`config.mk`:
```
export PLATFORM = sky130hd
export DESIGN_NAME = cr_kme_fifo_param
export DESIGN_NICKNAME = d
export VERILOG_FILES = /design/src/rtl/cr_kme_fifo_param.sv
export SDC_FILE = /design/constraint.sdc
export NUM_CORES = 1
export LEC_CHECK = 0
export ABC_AREA = 1
export BUFFER_PORTS_ARGS = -buffer_cell sky130_fd_sc_hd__buf_4
export CORE_ASPECT_RATIO = 0.75
export CORE_MARGIN = 10
export CORE_UTILIZATION = 57
export CTS_BUF_LIST = sky130_fd_sc_hd__clkbuf_16
export DETAILED_ROUTE_END_ITERATION = 6
export HOLD_SLACK_MARGIN = 0.06
export PLACE_DENSITY = 0.76
export SETUP_SLACK_MARGIN = 0.1
export SYNTH_ARGS = -nofsm -noshare
export SYNTH_HDL_FRONTEND = slang
export SYNTH_SLANG_ARGS = --single-unit
```
`constraint.sdc`:
```
create_clock -name clk -period 7.95 [get_ports clk]
set_input_delay 1.59 -clock clk [delete_from_list [all_inputs] [get_ports clk]]
set_output_delay 1.59 -clock clk [all_outputs]
set_load 0.05 [all_outputs]
```
`src/rtl/cr_kme_fifo_param.sv`:
```
// Parameterised first-word-fall-through FIFO with advisory stall threshold,
// registered occupancy and one-cycle overflow/underflow pulses.
module cr_kme_fifo_param #(
  parameter int DATA_WIDTH   = 128,
  parameter int DEPTH        = 4,
  parameter int STALL_THRESH = 0,
  localparam int CW          = $clog2(DEPTH + 1)
) (
  input  logic                  clk,
  input  logic                  rst_n,
  input  logic [DATA_WIDTH-1:0] fifo_in,
  input  logic                  fifo_in_valid,
  input  logic                  fifo_in_stall_override,
  input  logic                  clear,
  input  logic                  fifo_out_ack,
  output logic                  fifo_in_stall,
  output logic [DATA_WIDTH-1:0] fifo_out,
  output logic                  fifo_out_valid,
  output logic                  fifo_overflow,
  output logic                  fifo_underflow,
  output logic [CW-1:0]         used_slots,
  output logic [CW-1:0]         free_slots
);
  localparam int              PW      = (DEPTH > 1) ? $clog2(DEPTH) : 1;
  localparam logic [CW-1:0]   DEPTH_C = CW'(DEPTH);
  localparam logic [CW-1:0]   THR_C   = CW'(STALL_THRESH);
  localparam logic [PW-1:0]   LAST    = PW'(DEPTH - 1);

  logic [DATA_WIDTH-1:0] mem [DEPTH];
  logic [PW-1:0]         wr_ptr, rd_ptr;
  logic                  full, ren, wen;

  assign fifo_out_valid = (used_slots != '0);
  assign full           = (used_slots == DEPTH_C);
  assign ren            = fifo_out_valid & fifo_out_ack;
  // A pop in the same cycle frees the slot, so a full FIFO still accepts.
  assign wen            = fifo_in_valid & (~full | ren);
  assign fifo_out       = mem[rd_ptr];
  assign fifo_in_stall  = (free_slots <= THR_C) & ~fifo_in_stall_override;

  // Explicit wrap so non-power-of-two depths work.
  function automatic logic [PW-1:0] nxt(input logic [PW-1:0] p);
    return (p == LAST) ? '0 : p + PW'(1);
  endfunction

  always_ff @(posedge clk or negedge rst_n) begin
    if (!rst_n) begin
      wr_ptr         <= '0;
      rd_ptr         <= '0;
      used_slots     <= '0;
      free_slots     <= DEPTH_C;
      fifo_overflow  <= 1'b0;
      fifo_underflow <= 1'b0;
    end else if (clear) begin
      wr_ptr         <= '0;
      rd_ptr         <= '0;
      used_slots     <= '0;
      free_slots     <= DEPTH_C;
      fifo_overflow  <= 1'b0;
      fifo_underflow <= 1'b0;
    end else begin
      fifo_overflow  <= fifo_in_valid & ~wen;
      fifo_underflow <= fifo_out_ack & ~fifo_out_valid;
      if (wen) wr_ptr <= nxt(wr_ptr);
      if (ren) rd_ptr <= nxt(rd_ptr);
      if (wen && !ren) begin
        used_slots <= used_slots + CW'(1);
        free_slots <= free_slots - CW'(1);
      end else if (ren && !wen) begin
        used_slots <= used_slots - CW'(1);
        free_slots <= free_slots + CW'(1);
      end
    end
  end

  // Storage is intentionally not reset.
  always_ff @(posedge clk) begin
    if (wen && !clear) mem[wr_ptr] <= fifo_in;
  end

endmodule

```
[After elaboration in Yosys (flattened, before gate mapping)]
Memories as Yosys holds them, arrays and structs flattened.
Index checks and enable logic that the tools add are counted.
Storage, ports and cells
  memories kept: 1
  output and inout port bits: 138
  bits in writable memories: 512
  flip-flop bits (word level): 12
  input port bits: 134
Operators by class
  bitwise logic cells: 10
  add/sub/neg operators: 6
  $lt $le $gt $ge: 1
  reductions and logical operators: 10
  multiplexer cells: 16
  equality and inequality tests: 3
Memory list
  mem: depth 4, width 128, read ports 1, clocked after memory_dff 0, wr ports 1, RTL line 29  | logic [DATA_WIDTH-1:0] mem [DEPTH];
Operators with widths (number)
  $mux 3: 6
  $mux 2: 6
  $add 3x1->3 const B: 2
  $reduce_bool 3->1: 2
  $sub 3x1->3 const B: 2
  $and 1x1->1: 5
  $add 2x1->2 const B: 2
  $eq 2x2->1 const B: 2
  $mux 1: 4
  $not 1->1: 4
  $reduce_bool 2->1: 2
  $eq 3x3->1 const B: 1
  $le 3x1->1 const B: 1
  $logic_and 1x1->1: 3
  $logic_not 1->1: 3
  $or 1x1->1: 1

[Logic depth before layout (Yosys ltp)]
Gate-level depths: netlist (run 1).
  depth in word-level cells: 9
  mapped depth: 12
  mapped depth without buffers: 12

[Worst setup path after synthesis (run 1)]
No wires, ideal clock.
  path type: input to register
  start point: input port fifo_out_ack
  end point: memory mem[0][0] (enable)
  path slack: -0.078 ns
  cell stages on the path: 6
  data required time: 7.334 ns
  data arrival time: 7.412 ns
  path buffers: 0
  cells stage by stage: inv_1 > nand3_1 > nand2_1 > nor2_1 > inv_1 > nor2_1
On the way
  word-level cells in the longest chain between the ends: 6
RTL lines
  start, declared: RTL line 15  | input logic fifo_out_ack,
  $and 1x1->1: RTL line 35  | assign ren = fifo_out_valid & fifo_out_ack;
  $or 1x1->1: RTL line 37  | assign wen = fifo_in_valid & (~full | ren);
  $and 1x1->1: RTL line 37
  $logic_and 1x1->1: RTL line 78  | if (wen && !clear) mem[wr_ptr] <= fifo_in;
  $mux 1: RTL line 78
  $mux 1 (implied by the code): RTL line 78
  end, declared: RTL line 29
Every way passes these cells.

[Worst setup path in the final report (run 1)]
  start point: register rd_ptr[0]
  end point: output port fifo_out[88]
On the way
  word-level cells in the longest chain between the ends: 1
RTL lines
  start, declared: RTL line 30  | logic [PW-1:0] wr_ptr, rd_ptr;
  start signal, assigned: RTL line 65  | if (ren) rd_ptr <= nxt(rd_ptr);
  $mem_v2 4x128
  end, declared: RTL line 17  | output logic [DATA_WIDTH-1:0] fifo_out,
Every way passes these cells.

==> summary.md, run 1 <==
| Metric | Value |
|---|---|
| Status | finished clean |
| VDD IR max | 0.000320 V |
| # resized after CTS | 0 |
| R2R cell count | 6 |
| Post-DR wirelength/cell | 21.3 µm |
| H-tree Lvls | 2 |
| Min Clock Period, post-route | 5.06 ns |
| Most frequent CP cell | buf_4 |
| Worst setup path endpoint | fifo_out[88] |
| Worst Setup Start Kind | flip-flop |
| Buf+Inv Stages, Crit Path | 3 |
| Layout area overhead | 19.2% |
| Reg2reg start | used_slots[2] |
| Die H | 181 µm |
| Cell family with most CP delay | buffers and inverters |
| Synth Instances | 1330 |
| Largest net degree at the start of global routing | 182 |
| Core Region | 33800 µm² |
| Net count after synthesis | 1471 |
| Drt pass-1 iters | 5 |
| Antenna violations before repair | 3 |
| GPL Wtd Cong | 0.777 |
| Avg Inst Size Synth | 14.8 µm² |
| TNS Setup | 0 ns |
| Clock slew at reported path FFs | 0.06 ns |
| ANT nets after route | 0 |
| Period utilization | 63.6% |
| Vias in the first global route | 12100 |
| Synthesized area | 19700 µm² |
| Vias post-DR | 11800 |
| Final nets | 1719 |
| Place WS | 3.49 ns |
| R2R Path End | mem[1][96] |
| Final Max Slew Viols | 0 |
| Synth Register Bits | 524 |
| Leak | 0.00822 µW |
| Setup Crit Path Kind | reg -> out |
| Final hold vios | 0 |
| Achievable frequency | 0.198 GHz |
| R2R Setup Slk | 4.79 ns |
| Final wirelength | 44000 µm |
| Fin worst setup slack | 2.89 ns |
| Most frequent cells in the layout | 512 x edfxtp_1, 281 x buf_4, 258 x nor2_1, 158 x o21ai_0, 128 x o22ai_1 |
| CP required | 6.36 ns |
| CTS Buffer Depth | 3 |
| Crit-path cells | buf_4 > buf_4 > o21ai_0 > o22ai_1 > buf_4 |
| Pwr Density | 376 nW/µm² |
| Final Util | 69.5% |
| CP Launch Point | rd_ptr[0] |
| Relative max-transition margin | 26.0% |
| Fraction of layout cells with a size suffix above 1 | 22.8% |
| Via density | 5.72 |
| # IOs | 272 |
| DRT iter0 DRCs | 924 |
| I/O Buffers | 271 |
| RSZ-0062 raised after global routing | no |
| Rows | 58 |
| DRC Markers | 0 |
| Die X-Extent | 235 µm |
| Power Total | 8840 µW |
| Slew @ Worst Pin | 1.11 ns |
| Global-route wire length before repair | 68000 µm |
| YS warnings | 0 |
| Peak per-stage delay on the critical path | 0.81 ns |
| Critical Path End Type | output pin |
| Max-Cap Viols | 0 |
| Total clock sinks | 524 |
| Root Driver | clkbuf_16 |
| Worst Hold Class | reg -> reg |
| Number of setup violations in the final report | 0 |
| Post-CTS Setup Repair Bufs | 0 |
| CP max-delay cell | buf_4 |
| Skew-Pair Late Insertion Delay | 0.57 ns |
| Seq/Total Area, Yosys | 79.5% |
| Levels on crit path | 5 |
| Most common cell after layout, fill and taps aside | edfxtp_1 |
| Grt total ovfl | 0 |
| CTS hold repair buffers | 0 |
| Final Skew | 0.0199 ns |
| Die area | 42500 µm² |
| CP arrival | 3.47 ns |
| Fillers | 2232 |
| Overall routing resource usage | 20.0% |
| Crit path max fanout | 101 |
| Initial Util | 58.3% |
| TritonCTS clock tree | done |
| CTS buffer count | 48 |
| Synth cell types | 28 |
| HPWL after DPL | 25200 µm |
==> report_power, final <==
group | switching, µW | internal, µW
sequential | 71.2 | 3180
clock | 958 | 1350
combinational | 2440 | 843
==> metrics by stage <==
stage                     cell area, µm²  hold slack [ns]  cells
after global placement             21900            0.490   1978
after global routing               23500            0.522   2068
after floorplan                    19700            0.579   1330
after detailed placement           21900            0.493   1978
after CTS                          23500            0.503   2067
final                              23500            0.502   2068
==> synth_stat cells <==
cell type    n  share of area (%)
nor2_2       1              0.032
dfrtp_1     11                1.4
buf_2       15               0.38
inv_1       18               0.34
nand4_1      1              0.032
nand2_1     22               0.42
a21oi_2      1              0.044
inv_4        1              0.032
edfxtp_1   512                 78
o22ai_1    128                4.1
nand2_2      3              0.095
xor2_1       1              0.044
dfstp_2      1               0.13
fa_1         2               0.20
ha_1         5               0.32
nor2_1     262                5.0
nor4_1       1              0.032
o21ai_1    105                2.7
nand3_2      1              0.051
nand3_1      6               0.15
nor3_1       3              0.076
buf_4        4               0.15
buf_6       26                1.5
clkbuf_1    32               0.61
o21a_1       1              0.038
o21ai_0    158                4.0
inv_2        1              0.019
clkbuf_2     8               0.20
==> how the worst min path moves through the flow <==
stage,start,endpoint,cells after the start
floorplan,wr_ptr[1],wr_ptr[1],2
global placement,free_slots[2],free_slots[2],2
detailed placement,free_slots[2],free_slots[2],2
CTS,free_slots[2],free_slots[2],2
global route,free_slots[2],free_slots[2],2
finish,free_slots[2],free_slots[2],2
==> sequential cells by signal (all words and copies together) (netlist names) <==
name            flops
wr_ptr              2
free_slots          3
fifo_overflow       1
rd_ptr              2
used_slots          3
mem               512
fifo_underflow      1
==> kinds of logic after synthesis <==
group	after synthesis	synth area share, %
buffers and inverters	105	3.22
xor gates and xnor gates	1	0.0444
AOI/OAI and AO/OA	393	10.8
and+or+nand+nor	300	5.88
adders and majority gates	7	0.520
DFF	524	79.5
==> worst register-to-register path, cell delays in order, from the launching register on <==
cell     delay, ns
dfrtp_1       0.43
nand3_1       0.20
nand2_1       0.12
nor2_1        0.20
inv_1         0.21
nor2_4        0.68
buf_4         0.87
==> area by class of cell <==
cell class / instances / area [µm²] / area share (%)
Tap cell: 450 / 563 / 2.40
Clock buffer: 49 / 1230 / 5.22
Timing Repair Buffer: 283 / 2150 / 9.14
Sequential cell: 524 / 15700 / 66.7
Antenna cell: 1 / 2.50 / 0.0106
Multi-Input combinational cell: 701 / 3430 / 14.6
Clock inverter: 40 / 364 / 1.55
Inverter: 20 / 85.1 / 0.362
==> layer usage <==
| metal | up-vias | global-route usage, % | part of all wire [%] |
|---|---|---|---|
| li1 | 5508 | - | - |
| met2 | 410 | 33.0 | 49 |
| met4 | 4 | 6.10 | 2.2 |
| met3 | 70 | 5.31 | 7.6 |
| met5 | - | 0 | 0.077 |
| met1 | 5845 | 25.6 | 41 |
(Power assumes the default switching activity.)
==> run 2: changes to the inputs <==
--- a/config.mk
+++ b/config.mk
@@ -9,11 +9,11 @@
 export BUFFER_PORTS_ARGS = -buffer_cell sky130_fd_sc_hd__buf_4
 export CORE_ASPECT_RATIO = 0.75
 export CORE_MARGIN = 10
-export CORE_UTILIZATION = 57
+export CORE_UTILIZATION = 52
 export CTS_BUF_LIST = sky130_fd_sc_hd__clkbuf_16
 export DETAILED_ROUTE_END_ITERATION = 6
 export HOLD_SLACK_MARGIN = 0.06
-export PLACE_DENSITY = 0.76
+export PLACE_DENSITY = 0.73
 export SETUP_SLACK_MARGIN = 0.1
 export SYNTH_ARGS = -nofsm -noshare
 export SYNTH_HDL_FRONTEND = slang
==> constraint.sdc (replaced) <==
create_clock -name clk -period 4.45 [get_ports clk]
set_input_delay 0.89 -clock clk [delete_from_list [all_inputs] [get_ports clk]]
set_output_delay 0.89 -clock clk [all_outputs]
set_load 0.05 [all_outputs]
==> run 2 against run 1 <==
Against the previous run: first-iteration DRC count rose by 2.7%; sequential power grew 77%; largest cell class unchanged; critical path depth stayed put; sequential cell count did not move; utilization decreased by 6.0 points; wire length increased by 0.42%; cell count grew 2.7%; via count grew 0.49%.
==> summary.md, run 2 (synthesis results as in run 1) <==
| Metric | Value |
|---|---|
| Status | finished clean |
| Min Clock Period, post-route | 3.66 ns |
| Leak | 0.00826 µW (+0.46%) |
| ANT nets after route | 0 (unchanged) |
| Crit-path cells | buf_12 > buf_12 > o21ai_0 > o22ai_1 > buf_4 |
| Fillers | 2716 (+22%) |
| Die X-Extent | 245 µm (+4.3%) |
| Vias in the first global route | 11900 (-1.3%) |
| Post-CTS Setup Repair Bufs | 0 (unchanged) |
| Crit path max fanout | 134 (+33%) |
| Final hold vios | 0 (unchanged) |
| Critical Path End Type | output pin |
| Slew @ Worst Pin | 0.805 ns (-0.305 ns) |
| Biggest register | mem |
| Max-Cap Viols | 0 (unchanged) |
| Most frequent CP cell | buf_12 |
| Buf+Inv Stages, Crit Path | 3 (unchanged) |
| Most common cell after layout, fill and taps aside | edfxtp_1 |
| Clock slew at reported path FFs | 0.07 ns (about the same) |
| Largest registers | mem (512), free_slots (3), used_slots (3) |
| RSZ-0062 raised after global routing | no |
| Drt pass-1 iters | 5 (unchanged) |
| TritonCTS clock tree | done |
| Fin cells | 2124 (+2.7%) |
| VDD IR max | 0.000477 V (+49%) |
| Global-route wire length before repair | 68800 µm (+1.3%) |
| Initial Util | 52.9% (-5.4 points) |
| CTS buffer count | 48 (unchanged) |
| Overall routing resource usage | 18.7% (-1.3 points) |
| Die area | 46200 µm² (+8.7%) |
| Fraction of layout cells with a size suffix above 1 | 22.6% (-0.20 points) |
| Period utilization | 82.2% |
| Vias post-DR | 11900 (+0.49%) |
| Area post-placement | 22200 µm² (+1.1%) |
| Antenna violations before repair | 3 (unchanged) |
| Post-Place Cells | 2036 (+2.9%) |
| Hold WS | 0.169 ns (-0.334 ns) |
| Post-DR wirelength/cell | 20.8 µm (-2.2%) |
| Via density | 5.60 (-2.2%) |
| Final wirelength | 44200 µm (+0.42%) |
| HPWL after DPL | 25200 µm (about the same) |
| Core Region | 37200 µm² (+10%) |
| Max reg flops | 512 (unchanged) |
| DRT iter0 DRCs | 949 (+2.7%) |
| Die H | 189 µm (+4.2%) |
| Worst Hold Class | in -> async |
| Final Skew | 0.0186 ns (-0.00133 ns) |
| I/O Buffers | 271 (unchanged) |
| Largest net degree at the start of global routing | 135 (-26%) |
| Worst Setup Start Kind | flip-flop |
| # IOs | 272 (unchanged) |
| CTS hold repair buffers | 0 (unchanged) |
| GPL Wtd Cong | 0.787 (+1.2%) |
| CTS Buffer Depth | 3 (unchanged) |
| CP required | 3.56 ns (-2.80 ns) |
| CP max-delay cell | dfrtp_4 |
| DRC Markers | 0 (unchanged) |
| TNS Setup | 0 ns (unchanged) |
| Layout area overhead | 19.9% |
| Skew-Pair Late Insertion Delay | 0.56 ns (about the same) |
| Root Driver | clkbuf_16 |
| Most frequent cells in the layout | 512 x edfxtp_1, 273 x buf_4, 258 x nor2_1, 158 x o21ai_0, 128 x o22ai_1 |
| Setup Crit Path Kind | reg -> out |
| Final Util | 63.5% (-6.0 points) |
| H-tree Lvls | 2 (unchanged) |
| Number of setup violations in the final report | 0 (unchanged) |
| Peak per-stage delay on the critical path | 0.46 ns (-0.35 ns) |
| CP arrival | 2.77 ns (-0.70 ns) |
| Pwr Density | 660 nW/µm² (+76%) |
| Achievable frequency | 0.273 GHz |
| # resized after CTS | 0 (unchanged) |
| Final Cell Area | 23600 µm² (+0.55%) |
| Rows | 61 (+5.2%) |
| Final Max Slew Viols | 0 (unchanged) |
| Final nets | 1723 (+0.23%) |
| Relative max-transition margin | 46.3% (+20 points) |
| Total clock sinks | 524 (unchanged) |
| Grt total ovfl | 0 (unchanged) |
| Cell family with most CP delay | buffers and inverters |
## run 2: cell count changes in the layout (fill, tap and decap cells not counted)
| cell | change |
|---|---|
| buf_12 | +12 |
| buf_4 | -8 |
| bufinv_16 | -4 |
| clkinv_1 | -4 |
| clkinv_2 | -2 |
| clkinv_4 | +1 |
| clkinvlp_4 | -1 |
| diode_2 | +1 |
| inv_1 | +8 |
| inv_4 | -1 |
## run 2: worst paths after layout
path                          startpoint       endpoint  slack [ns]  depth (start not counted)
min                                rst_n  used_slots[0]        0.17                          1
max in group asynchronous          rst_n  free_slots[2]        4.04                          1
min in group clk           free_slots[2]  free_slots[2]        0.52                          2
min reg2reg                free_slots[2]  free_slots[2]        0.52                          2
max reg2reg                used_slots[2]     mem[1][93]        2.08                          6
max                            rd_ptr[0]   fifo_out[91]        0.79                          5
## run 2: where the power goes
group	internal [µW]	switching, µW	total (µW)
clock network	2160	1690	3850
logic	1570	4410	5970
registers	5690	90.6	5780
## run 2: routing by layer
metal	vias to the layer above	GRT usage [%]	share of wire, %
li1	5533	-	-
met1	5848	24.7	42
met2	448	30.5	49
met3	64	4.80	8.2
met4	2	4.60	1.6
met5	-	0	0.045
## run 2: through the flow
step,power (µW),setup slack [ns]
global placement,11800,1.45
detailed placement,11900,1.38
global route,16300,0.586
floorplan,10100,-0.744
CTS,15700,0.778
finish,15600,0.793
## run 2: worst reg2reg max path, cell delays in order, from the launching register on
cell and delay, ns:
dfrtp_1 0.43, nand3_1 0.18, nand2_1 0.12, nor2_1 0.20, inv_1 0.22, nor2_4 0.15, buf_12 0.63
## run 2: layout make-up
cell class,count,area [µm²],area share [%]
multi-input combinational,701,3430,14.5
clock inverter,37,245,1.04
tap,504,631,2.67
inverter,20,83.8,0.355
sequential,524,15700,66.4
timing repair buffer,287,2330,9.86
antenna,2,5.00,0.0212
clock buffer,49,1230,5.19
==> run 3: changes to the inputs <==
==> constraint.sdc (replaced) <==
create_clock -name clk -period 3.2 [get_ports clk]
set_input_delay 0.64 -clock clk [delete_from_list [all_inputs] [get_ports clk]]
set_output_delay 0.64 -clock clk [all_outputs]
set_load 0.05 [all_outputs]
==> run 3 against run 2 <==
Against the previous run: critical path depth stayed put; die area stayed put; utilization is 0.55 points higher; sequential cell count stayed put; combinational power is 43% higher; first-iteration DRC count is 22% higher; clock skew is 0.0047 ns lower; largest cell class unchanged.
==> summary.md, run 3 (synthesis results as in run 1) <==
| Metric | Value |
|---|---|
| Biggest register | mem |
| Final Util | 64.0% (+0.55 points) |
| H-tree Lvls | 2 (unchanged) |
| I/O Buffers | 271 (unchanged) |
| GPL Wtd Cong | 0.764 (-2.9%) |
| Min Clock Period, post-route | 2.99 ns |
| Crit path max fanout | 63 (-53%) |
| Post-Place Cells | 2041 (+0.25%) |
| Fin cells | 2132 (+0.38%) |
| Peak per-stage delay on the critical path | 0.50 ns (+0.04 ns) |
| HPWL after DPL | 25900 µm (+2.9%) |
| TritonCTS clock tree | done |
| Slew @ Worst Pin | 0.659 ns (-0.146 ns) |
| Die X-Extent | 245 µm (unchanged) |
| VDD IR max | 0.000774 V (+62%) |
| CTS Buffer Depth | 3 (unchanged) |
| RSZ-0062 raised after global routing | yes |
| Root Driver | clkbuf_16 |
| Via density | 5.61 (+0.16%) |
| Fin worst setup slack | 0.209 ns (-0.584 ns) |
| # IOs | 272 (unchanged) |
| Clock slew at reported path FFs | 0.06 ns (about the same) |
| DRT iter0 DRCs | 1161 (+22%) |
| CTS buffer count | 48 (unchanged) |
| Vias in the first global route | 12000 (+0.81%) |
| Final nets | 1732 (+0.52%) |
| CP arrival | 2.35 ns (-0.42 ns) |
| Post-DR wirelength/cell | 21.6 µm (+3.8%) |
| Gate power share | 39.0% (+0.7 points) |
| Pwr Density | 921 nW/µm² (+39%) |
| Hold WS | 0.265 ns (+0.0959 ns) |
| Overall routing resource usage | 19.0% (+0.28 points) |
| Power Total | 22000 µW (+41%) |
| Core Region | 37200 µm² (unchanged) |
| ANT nets after route | 0 (unchanged) |
| Reg power frac | 36.8% (-0.2 points) |
| Most common cell after layout, fill and taps aside | edfxtp_1 |
| Worst hold path depth | 1 |
| Critical Path End Type | output pin |
| Worst Setup Start Kind | flip-flop |
| Total clock sinks | 524 (unchanged) |
| Largest registers | mem (512), free_slots (3), used_slots (3) |
| Drt pass-1 iters | 7 (+2) |
| Status | finished clean |
| Global-route wire length before repair | 69300 µm (+0.61%) |
| CP max-delay cell | dfrtp_4 |
| Power share of the clock group | 24.2% (-0.5 points) |
| Die area | 46200 µm² (unchanged) |
| CP required | 2.56 ns (-1.00 ns) |
| Crit-path cells | clkinv_2 > buf_16 > o21ai_1 > o22ai_1 > buf_4 |
| Final Skew | 0.0138 ns (-0.00475 ns) |
| DRC Markers | 0 (unchanged) |
| Internal Dissipation | 13200 µW (+40%) |
| Achievable frequency | 0.334 GHz |
| Setup Crit Path Kind | reg -> out |
| Max-Cap Viols | 0 (unchanged) |
| Max reg flops | 512 (unchanged) |
| Antenna violations before repair | 3 (unchanged) |
| Most frequent cells in the layout | 512 x edfxtp_1, 276 x buf_4, 257 x nor2_1, 158 x o21ai_0, 127 x o22ai_1 |
| Place WS | 0.727 ns (-0.652 ns) |
| R2R cell count | 11 (+5) |
| Skew-Pair Late Insertion Delay | 0.57 ns (about the same) |
| Rows | 61 (unchanged) |
| Die H | 189 µm (unchanged) |
| Relative max-transition margin | 56.1% (+9.7 points) |
| Worst Hold Class | in -> reg |
| Initial Util | 52.9% (unchanged) |
| Psw | 8800 µW (+42%) |
| Number of setup violations in the final report | 0 (unchanged) |
| Fraction of layout cells with a size suffix above 1 | 23.4% (+0.80 points) |
| Grt total ovfl | 0 (unchanged) |
| Vias post-DR | 12000 (+0.54%) |
| Largest net degree at the start of global routing | 127 (-5.9%) |
| Leak | 0.00831 µW (+0.62%) |
| Sw Share | 40.1% (+0.44 points) |
| Layout area overhead | 20.9% |
| Final Max Slew Viols | 0 (unchanged) |
| Period utilization | 93.5% |
| Final hold vios | 0 (unchanged) |
| Final wirelength | 46000 µm (+4.1%) |
run 3: cell count changes in the layout (fill, tap and decap cells not counted), sizes merged:
cell	change
clkinv	+6
buf	+6
dlygate4sd3	+1
inv	-6
diode	-1
clkinvlp	+1
bufinv	-1
clkbuf	+2
run 3: power groups by stage:
stage	clock [µW]	sequential, µW	combinational, µW
finish	5310	8090	8560
floorplan	0	8290	5800
CTS	5400	8070	8440
detailed placement	0	8220	8410
global route	5680	8120	9080
global placement	0	8200	8310
run 3: area by class of cell:
class	count	area, µm²
Antenna cell	1	2.50
Clock buffer	49	1230
Clock inverter	37	216
Fill cell	2694	13400
Inverter	20	118
Multi-Input combinational cell	701	3470
Sequential cell	524	15700
Tap cell	504	631
Timing Repair Buffer	296	2490
run 3: metal layers:
layer / vias to the layer above / share of wire (%) / GRT usage, %
li1: 5534 / - / -
met1: 5912 / 41 / 25.3
met2: 444 / 48 / 30.5
met3: 65 / 8.7 / 5.17
met4: 4 / 1.6 / 4.77
met5: - / 0.087 / 0
run 3: per-stage QoR:
step | TNS, ns | area (µm²)
detailed placement | 0 | 22300
floorplan | -66.07 | 19800
CTS | 0 | 23700
global placement | 0 | 22300
global route | 0 | 23800
finish | 0 | 23800
run 3: final timing paths:
path / slack (ns) / startpoint / end
hold reg to reg: 0.52 / free_slots[2] / free_slots[2]
setup reg to reg: 1.19 / used_slots[1] / free_slots[2]
min in group asynchronous: 0.47 / rst_n / free_slots[0]
max in group asynchronous: 2.49 / rst_n / free_slots[2]
hold / removal: 0.26 / fifo_in[119] / mem[2][119]
setup / recovery: 0.21 / rd_ptr[1] / fifo_out[45]
run 3: worst max-delay path, delay by kind of cell (launching register included):
family | cells | cell delay, ns
AOI/OAI and AO/OA | 2 | 0.39
buffers and inverters | 3 | 0.82
DFF | 1 | 0.50
run 3: what timing repair did:
| item | in CTS | in global routing |
|---|---|---|
| setup endpoints to repair | 0 | 71 |
| resized for setup | 0 | 7 |
| setup buffers | 0 | 1 |
| hold endpoints to repair | 11 | 0 |
| hold buffers | 1 | 0 |
